## src/rtl/store_write_buffer_pkg.sv

```systemverilog
// Shared constants and the entry record for the store write buffer.
// Ports: none (package mips_mem_pkg).
package mips_mem_pkg;

  localparam int WB_DEPTH_DEFAULT = 4;
  localparam int ADDR_W           = 32;
  localparam int DATA_W           = 32;
  localparam int WORD_LSB         = 2;

  typedef struct packed {
    logic [ADDR_W-1:0] addr;
    logic [DATA_W-1:0] data;
  } wb_entry_t;

endpackage

```

## src/rtl/store_write_buffer_if.sv

```systemverilog
// Memory-side req/ack bus of the store write buffer.
// master: mem_req/mem_addr/mem_wdata out, mem_ack in; slave mirrors it.
interface store_write_buffer_if #(
  parameter int AW = 32,
  parameter int DW = 32
);

  logic          mem_req;
  logic [AW-1:0] mem_addr;
  logic [DW-1:0] mem_wdata;
  logic          mem_ack;

  modport master (
    output mem_req,
    output mem_addr,
    output mem_wdata,
    input  mem_ack
  );

  modport slave (
    input  mem_req,
    input  mem_addr,
    input  mem_wdata,
    output mem_ack
  );

endinterface

```

## src/rtl/wb_fifo_ctrl.sv

```systemverilog
// Pointer/occupancy control for the store write buffer FIFO.
// In: clk, reset, push_req, pop_req. Out: push, pop, head, tail, count, full, empty.
module wb_fifo_ctrl #(
  parameter int DEPTH = 4,
  parameter int PW    = $clog2(DEPTH),
  parameter int CW    = $clog2(DEPTH) + 1
) (
  input  logic          clk,
  input  logic          reset,
  input  logic          push_req,
  input  logic          pop_req,
  output logic          push,
  output logic          pop,
  output logic [PW-1:0] head,
  output logic [PW-1:0] tail,
  output logic [CW-1:0] count,
  output logic          full,
  output logic          empty
);

  assign full  = (count == CW'(DEPTH));
  assign empty = (count == '0);

  // A full buffer drops the store (core is stalled and re-presents it);
  // an ack with nothing requested is ignored.
  assign push = push_req && !full;
  assign pop  = pop_req && !empty;

  // Pointers wrap for free because DEPTH is a power of two.
  always_ff @(posedge clk) begin
    if (reset) begin
      head  <= '0;
      tail  <= '0;
      count <= '0;
    end else begin
      if (push) tail <= tail + PW'(1);
      if (pop)  head <= head + PW'(1);
      unique case ({push, pop})
        2'b10:   count <= count + CW'(1);
        2'b01:   count <= count - CW'(1);
        default: count <= count;
      endcase
    end
  end

endmodule

```

## src/rtl/store_write_buffer.sv

```systemverilog
// Posted-write buffer between the core data port and a slow data memory.
// In: CLK, reset, memWrite, Addressmem, WriteDataMem, lookup_addr.
// Out: stall, fwd_hit, fwd_data, count; mem (master): mem_req/addr/wdata, mem_ack in.
// Option: define STORE_FWD_EN to enable store-to-load forwarding.
module store_write_buffer
  import mips_mem_pkg::*;
#(
  parameter int DEPTH = WB_DEPTH_DEFAULT,
  parameter int AW    = ADDR_W,
  parameter int DW    = DATA_W
) (
  input  logic                     CLK,
  input  logic                     reset,
  input  logic                     memWrite,
  input  logic [AW-1:0]            Addressmem,
  input  logic [DW-1:0]            WriteDataMem,
  output logic                     stall,
  input  logic [AW-1:0]            lookup_addr,
  output logic                     fwd_hit,
  output logic [DW-1:0]            fwd_data,
  output logic [$clog2(DEPTH):0]   count,
  store_write_buffer_if.master     mem
);

  localparam int PW = $clog2(DEPTH);
  localparam int CW = PW + 1;

  typedef struct packed {
    logic [AW-1:0] addr;
    logic [DW-1:0] data;
  } entry_t;

  entry_t            ent_q [DEPTH];
  logic [DEPTH-1:0]  valid_q;
  logic              push;
  logic              pop;
  logic [PW-1:0]     head;
  logic [PW-1:0]     tail;
  logic              full;
  logic              empty;

  wb_fifo_ctrl #(
    .DEPTH (DEPTH),
    .PW    (PW),
    .CW    (CW)
  ) u_ctrl (
    .clk      (CLK),
    .reset    (reset),
    .push_req (memWrite),
    .pop_req  (mem.mem_ack),
    .push     (push),
    .pop      (pop),
    .head     (head),
    .tail     (tail),
    .count    (count),
    .full     (full),
    .empty    (empty)
  );

  // Payload needs no reset; it is only observed through valid/empty.
  always_ff @(posedge CLK) begin
    if (push) ent_q[tail] <= '{addr: Addressmem, data: WriteDataMem};
  end

  // push and pop never hit the same slot: push needs !full, pop needs !empty.
  always_ff @(posedge CLK) begin
    if (reset) begin
      valid_q <= '0;
    end else begin
      if (pop)  valid_q[head] <= 1'b0;
      if (push) valid_q[tail] <= 1'b1;
    end
  end

  assign stall         = full;
  assign mem.mem_req   = !empty;
  assign mem.mem_addr  = empty ? '0 : ent_q[head].addr;
  assign mem.mem_wdata = empty ? '0 : ent_q[head].data;

`ifdef STORE_FWD_EN
  logic [PW-1:0] idx;
  logic          unused_lsb;

  assign unused_lsb = ^lookup_addr[WORD_LSB-1:0];

  // Walk oldest to newest so the youngest match overwrites older ones.
  always_comb begin
    fwd_hit  = 1'b0;
    fwd_data = '0;
    idx      = '0;
    for (int k = 0; k < DEPTH; k++) begin
      idx = head + PW'(k);
      if (valid_q[idx] &&
          ent_q[idx].addr[AW-1:WORD_LSB] == lookup_addr[AW-1:WORD_LSB]) begin
        fwd_hit  = 1'b1;
        fwd_data = ent_q[idx].data;
      end
    end
  end
`else
  logic unused_fwd;

  assign unused_fwd = ^{lookup_addr, valid_q};
  assign fwd_hit    = 1'b0;
  assign fwd_data   = '0;
`endif

endmodule

```

## src/flat_wrapper.sv

```systemverilog
// flat-port wrapper written by rule: the top's interface ports become plain ports
module store_write_buffer_flat import mips_mem_pkg::*;
#(
  parameter int DEPTH = WB_DEPTH_DEFAULT,
  parameter int AW    = ADDR_W,
  parameter int DW    = DATA_W
)
  (CLK, reset, memWrite, Addressmem, WriteDataMem, stall, lookup_addr, fwd_hit, fwd_data, count, mem_mem_req, mem_mem_addr, mem_mem_wdata, mem_mem_ack);
  store_write_buffer_if #(.AW(AW), .DW(DW)) mem_i ();
  input  logic CLK;
  input  logic reset;
  input  logic memWrite;
  input  logic [AW-1:0] Addressmem;
  input  logic [DW-1:0] WriteDataMem;
  output logic stall;
  input  logic [AW-1:0] lookup_addr;
  output logic fwd_hit;
  output logic [DW-1:0] fwd_data;
  output logic [$clog2(DEPTH):0] count;
  output wire logic [$bits(mem_i.mem_req)-1:0] mem_mem_req;
  output wire logic [$bits(mem_i.mem_addr)-1:0] mem_mem_addr;
  output wire logic [$bits(mem_i.mem_wdata)-1:0] mem_mem_wdata;
  input wire logic [$bits(mem_i.mem_ack)-1:0] mem_mem_ack;
  assign mem_mem_req = mem_i.mem_req;
  assign mem_mem_addr = mem_i.mem_addr;
  assign mem_mem_wdata = mem_i.mem_wdata;
  assign mem_i.mem_ack = mem_mem_ack;
  store_write_buffer #(.DEPTH(DEPTH), .AW(AW), .DW(DW)) u_core (.CLK(CLK), .reset(reset), .memWrite(memWrite), .Addressmem(Addressmem), .WriteDataMem(WriteDataMem), .stall(stall), .lookup_addr(lookup_addr), .fwd_hit(fwd_hit), .fwd_data(fwd_data), .count(count), .mem(mem_i));
endmodule
```

## config.mk

```make
export PLATFORM = sky130hd
export DESIGN_NAME = store_write_buffer_flat
export DESIGN_NICKNAME = d
export VERILOG_FILES = /design/src/rtl/store_write_buffer_pkg.sv /design/src/rtl/store_write_buffer_if.sv /design/src/rtl/wb_fifo_ctrl.sv /design/src/rtl/store_write_buffer.sv /design/src/flat_wrapper.sv
export SDC_FILE = /design/constraint.sdc
export NUM_CORES = 1
export LEC_CHECK = 0
export CAP_MARGIN = 40
export CORE_ASPECT_RATIO = 0.6
export CORE_UTILIZATION = 47
export DETAILED_ROUTE_END_ITERATION = 7
export PLACE_DENSITY = 0.81
export REMOVE_ABC_BUFFERS = 1
export SKIP_LAST_GASP = 1
export SLEW_MARGIN = 10
export SYNTH_ARGS = -nofsm -noshare
export SYNTH_HDL_FRONTEND = slang
export SYNTH_SLANG_ARGS = --single-unit
```

## constraint.sdc

```tcl
create_clock -name CLK -period 3 [get_ports CLK]
set_clock_uncertainty 0.05 [all_clocks]
set_input_delay 0.6 -clock CLK [delete_from_list [all_inputs] [get_ports CLK]]
set_output_delay 0.6 -clock CLK [all_outputs]
set_load 0.05 [all_outputs]
```

After elaboration in Yosys (flattened, before gate mapping)
Memory sizes are Yosys's and may differ from the RTL's. A register that Yosys moved wholly into a read port is not among the register bits.
Index checks and enable logic that the tools add are counted.
- equal/unequal tests: 3
- $add $sub $neg: 4
- reduce and logical (&&, ||, !) cells: 6
- multiplexer cells: 7
- operator list (operator ; count):
    two-way mux 32 bit ; 2
    case mux 3 bit (2 select lines) ; 1
    adder 2 x 1 -> 2 bit (second input constant) ; 2
    two-way mux 2 bit ; 2
    adder 3 x 1 -> 3 bit (second input constant) ; 1
    == test 3 bit (second input constant) ; 1
    zero test 3 bit ; 1
    subtractor 3 x 1 -> 3 bit (second input constant) ; 1
    == test 2 x 1 -> 1 bit (second input constant) ; 1
    == test 2 bit (second input constant) ; 1
    logical AND 1 bit ; 2
    zero test 1 bit ; 2
    two-way mux 1 bit ; 2
    nonzero test 2 bit ; 1
- RAM bits: 256
- memories: 1
- register bits after elaboration: 7
- bits of input ports: 100
- memories (memory ; depth ; width ; read ports ; clocked after memory_dff ; wr ports ; RTL line ; text):
    u_core.ent_q ; 4 ; 64 ; 1 ; 1 ; 1 ; store_write_buffer.sv:33 ; entry_t ent_q [DEPTH];

Longest topological paths before layout
- depth in word-level cells: 5
- gate-level depth with buffers: 9
- depth with buffers taken out: 9

Modules after synthesis
From an unflattened synthesis, not the netlist that was laid out.
- cell total of the unflattened synthesis: 559
- area total of the unflattened synthesis: 10348.7 sq um
- modules (own cells, without submodules) (module ; times used ; cells each ; sequential area each (sq um) ; area an instance (sq um)):
    store_write_buffer ; 1 ; 518 ; 7687.4 ; 9980.8
    wb_fifo_ctrl ; 1 ; 41 ; 140.1 ; 367.9

Worst setup path before layout
No wires, ideal clock.
- kind: flip-flop to flip-flop
- start point: reg u_core.u_ctrl.count[2]
- end point: mem u_core.ent_q[0][0] (netlist name) (enable)
- data arrival time: 3.228 ns
- setup slack: -0.826 ns
- cell stages (with the launch flop): 4
- buffers on the path: 0
- data required time: 2.403 ns
- setup time: 0.547 ns
- cell sequence: dfxtp_1 -> nor3b_1 -> nor2_1 -> and2_1
- cells in the longest elaborated chain, start to end: 5
- ends and longest elaborated chain (element ; RTL line ; text):
    start, declared ; wb_fifo_ctrl.sv:16 ; output logic [CW-1:0] count,
    start signal, assigned ; wb_fifo_ctrl.sv:39 ; 2'b10: count <= count + CW'(1);
    start signal, assigned ; wb_fifo_ctrl.sv:40 ; 2'b01: count <= count - CW'(1);
    start signal, assigned ; wb_fifo_ctrl.sv:41 ; default: count <= count;
    == test 3 bit ; wb_fifo_ctrl.sv:21 ; assign full = (count == CW'(DEPTH));
    named net stall ; flat_wrapper.sv:15 ; output logic stall;
    zero test 1 bit ; wb_fifo_ctrl.sv:26 ; assign push = push_req && !full;
    logical AND 1 bit ; wb_fifo_ctrl.sv:26 ;
    two-way mux 1 bit ; store_write_buffer.sv:62 ; if (push) ent_q[tail] <= '{addr: Addressmem, data: WriteDataMem};
    two-way mux 1 bit (implied by the code) ; store_write_buffer.sv:62 ;
    end, declared ; store_write_buffer.sv:33 ;
The timed path passes the listed nets, and every way through them passes these cells.

Worst setup path in the final report
- start point: reg u_core.u_ctrl.count[2]
- end point: out stall
- cells in the longest elaborated chain, start to end: 1
- ends and longest elaborated chain (element ; RTL line):
    == test 3 bit ; wb_fifo_ctrl.sv:21
    end, declared ; flat_wrapper.sv:15
No other way between the ends.

==> impl_results.md <==
- Status: finished clean
- Ratio of cells with drive above 1 in the final layout: 26.84%
- Slew Viols, Final: 0
- Post-synth top area share: 73.48%
- First drt pass iteration count: 6
- Seq pwr share: 37.8%
- Via count: 4988
- Routed wire length: 19600 um
- CTS sink cnt: 265
- Critical path class: flip-flop to primary output
- WL/cell: 20.68 um
- Vias in the first global route: 5351
- Register area share after synthesis: 75.21%
- Internal power: 7698 uW
- Largest family of logic cells by synthesized area: multiplexers
- Fmax: 348.3 MHz
- Layout Nets: 759
- Cell taking the most area after synthesis: edfxtp_1
- Ports: 202
- RSZ-0062 raised after global routing: false
- Static leakage: 0.004292 uW
- Total GRT Usage: 17.36%
- Ys flop type: edfxtp_1
- Full die area: 22880 um2
- Non-filler cells, final: 948
- Final Power: 12030 uW
- FF+latch area: 7875 um2
- Hold buffers post-CTS: 0
- First-pass GRT wire length: 30330 um
- Mean Syn Cell Area: 21.26 um2
- CTS root buf: clkbuf_16
- Final setup violation count: 0
- Total CTS buffers: 23
- EDFF count, synth: 256
- Mux contribution to synthesized area: 14.02%
- Initial antenna violation count: 2
- Pwr dens: 947.8 nW/um2
- Clock network power share: 22.6%
- Net Sw Power: 4336 uW
- Largest fanout on the critical path: 7
- Syn Inst Count: 492
- Hold depth: 2
- Clock-pin transition on the worst setup and hold timing paths: 60 ps
- Simple-Gate Fraction of Synth Area: 4.688%
- # DRC: 0
- Post-Syn Area: 10460 um2
- Pin count of the biggest net entering global routing: 41
- Die H: 117.6 um
- Yosys warnings: 0
- R2R setup slack: 620 ps
- Hold crit path type: flip-flop to flip-flop
- Synth async-reset ratio: 0%
- Post-synthesis compound-gate area fraction: 0.3947%
- Multi-input gate area: 2251 um2
- GP Congestion: 0.7680
- Rows: 41
- Clk_lat worst skew: 500 ps
- Pre-CTS setup slack: 365.3 ps
- Relative slew margins: 57.51%
- Crit path required time: 2350 ps
- Critical path endpoint category: primary output
- Peak VDD IR: 0.7366 mV
- Worst R2R Path Depth: 9
- Post-synth top cells: edfxtp_1 (256), and2_1 (68), mux4_2 (60)
- Net Sw Frac: 36.03%
- Min Tclk post-route: 2871 ps
- DP HPWL: 12430 um
- PortBufs: 136
- R2r startpoint: u_core.u_ctrl.count[2]
- H-Tree Depth: 1
- Placed cell count: 903
- Destination of the worst hold path: u_core.u_ctrl.tail[1]
- Adder-cell area share of the yosys netlist: 0.7894%
- Number of synthesized register bits: 265
- Min-delay src: u_core.u_ctrl.tail[1]
- TritonCTS clock tree: yes
- XOR/XNOR Fraction of Synth Area: 0.3349%
- Layout area overhead: 21.37%
- Synth cell types: 26
- Combinational share of power: 39.6%
- Final hold viol count: 0
- Fin util: 59.36%
- Maximum Capacitance Violations: 0
- Final ANT Viol Nets: 0
- Vias per cell: 5.262
- Worst Path Arrival: 2220 ps
- Grt total ovfl: 0
- Initial DRC count: 297
- # fillers: 1530
- Ranking of synthesized cells by area: edfxtp_1 (73%), mux4_2 (13%), and2_1 (4.1%)
- Core footprint: 21390 um2
- Initial Util: 48.90%
- Die width: 194.6 um
- FF-to-FF End: u_core.u_ctrl.count[2]
- Worst setup SP type: flip-flop
- Most common cell in the netlist: edfxtp_1
- Worst slew pin tran: 635.3 ps
- Worst Slack Setup Final: 128.8 ps
- CTS Buffer Depth: 3
- Final period utilization: 95.71%
-- registers in the layout (all words and copies together), names as in the netlist, named ones only --
register and flops:
u_core.ent_q 256, u_core.u_ctrl.count 3, u_core.u_ctrl.head 2, u_core.u_ctrl.tail 2
-- area by class of cell --
class                           instances  share of cell area [%]
Clock inverter                          6                  0.3942
Timing Repair Buffer                  159                   12.00
Sequential cell                       265                   62.02
Tap cell                              279                   2.749
Clock buffer                           33                   4.829
Multi-Input combinational cell        196                   17.73
Inverter                                8                  0.2365
Antenna cell                            2                 0.03942
-- worst max-delay path: stages, from the launching register on --
cell             delay [ps]
dfxtp_1                 410
nor3b_1                 410
clkdlybuf4s50_1         890
-- routing by layer --
metal	vias to the layer above	global-route usage (%)	part of all wire [%]
li1	2208	-	-
met1	2568	23.69	43
met2	181	27.91	47
met3	31	4.814	7.3
met4	0	4.018	2.0
met5	-	0	0
-- repair_timing --
action | CTS | global route
buffers inserted | 4 | 0
setup endpoints to repair | 16 | 0
gates resized for setup | 0 | 0
-- cell usage in the layout (no fill, tap or decap), types with 2 or more instances in the layout --
cell / n
a21oi_1: 3
and2_1: 64
and2_4: 4
buf_12: 12
buf_4: 75
clkbuf_1: 10
clkbuf_16: 23
clkdlybuf4s50_1: 72
clkinv_1: 4
conb_1: 33
dfxtp_1: 7
dfxtp_4: 2
diode_2: 2
edfxtp_1: 256
ha_1: 5
inv_1: 8
mux4_1: 4
mux4_2: 60
nand2b_1: 2
nor2_1: 7
o21ai_0: 2
or3_1: 2
xor2_1: 4
-- power by group through the flow --
stage | logic (uW) | registers, uW | clock network [uW]
after global placement | 4630 | 4670 | 0
after floorplan | 3080 | 4830 | 0
after detailed placement | 4670 | 4700 | 0
final | 4770 | 4550 | 2710
after global routing | 5020 | 4580 | 2920
after CTS | 4830 | 4560 | 2790
-- worst max-delay path by stage --
stage                                start                endpoint  slack, ps  depth (start not counted)
floorplan                        flip-flop        mem_mem_addr[17]      -1380                          2
global placement               mem_mem_ack  u_core.u_ctrl.count[2]        430                          9
finish              u_core.u_ctrl.count[2]                   stall        130                          2
global route        u_core.u_ctrl.count[2]                   stall         40                          2
detailed placement             mem_mem_ack  u_core.u_ctrl.count[2]        370                          9
CTS                 u_core.u_ctrl.count[2]                   stall        110                          2
-- stage by stage --
step | instance area, um2 | hold slack [ps] | setup TNS, ps
2_1_floorplan | 10140 | 430.7 | -296410
3_3_place_gp | 11970 | 444.8 | 0
3_5_place_dp | 11970 | 453.1 | 0
4_1_cts | 12690 | 482.4 | 0
5_1_grt | 12690 | 503.7 | 0
6_report | 12700 | 478.8 | 0
-- logic make-up (layout without fill, tap and decap cells) --
logic type | Yosys count | in the layout
other cells | 1 | 35
simple gates | 81 | 81
compound gates | 7 | 7
buf+inv | 63 | 206
xor+xnor | 4 | 4
flops | 265 | 265
mux | 65 | 65
fa+ha+maj | 6 | 6
(Power assumes the default switching activity.)
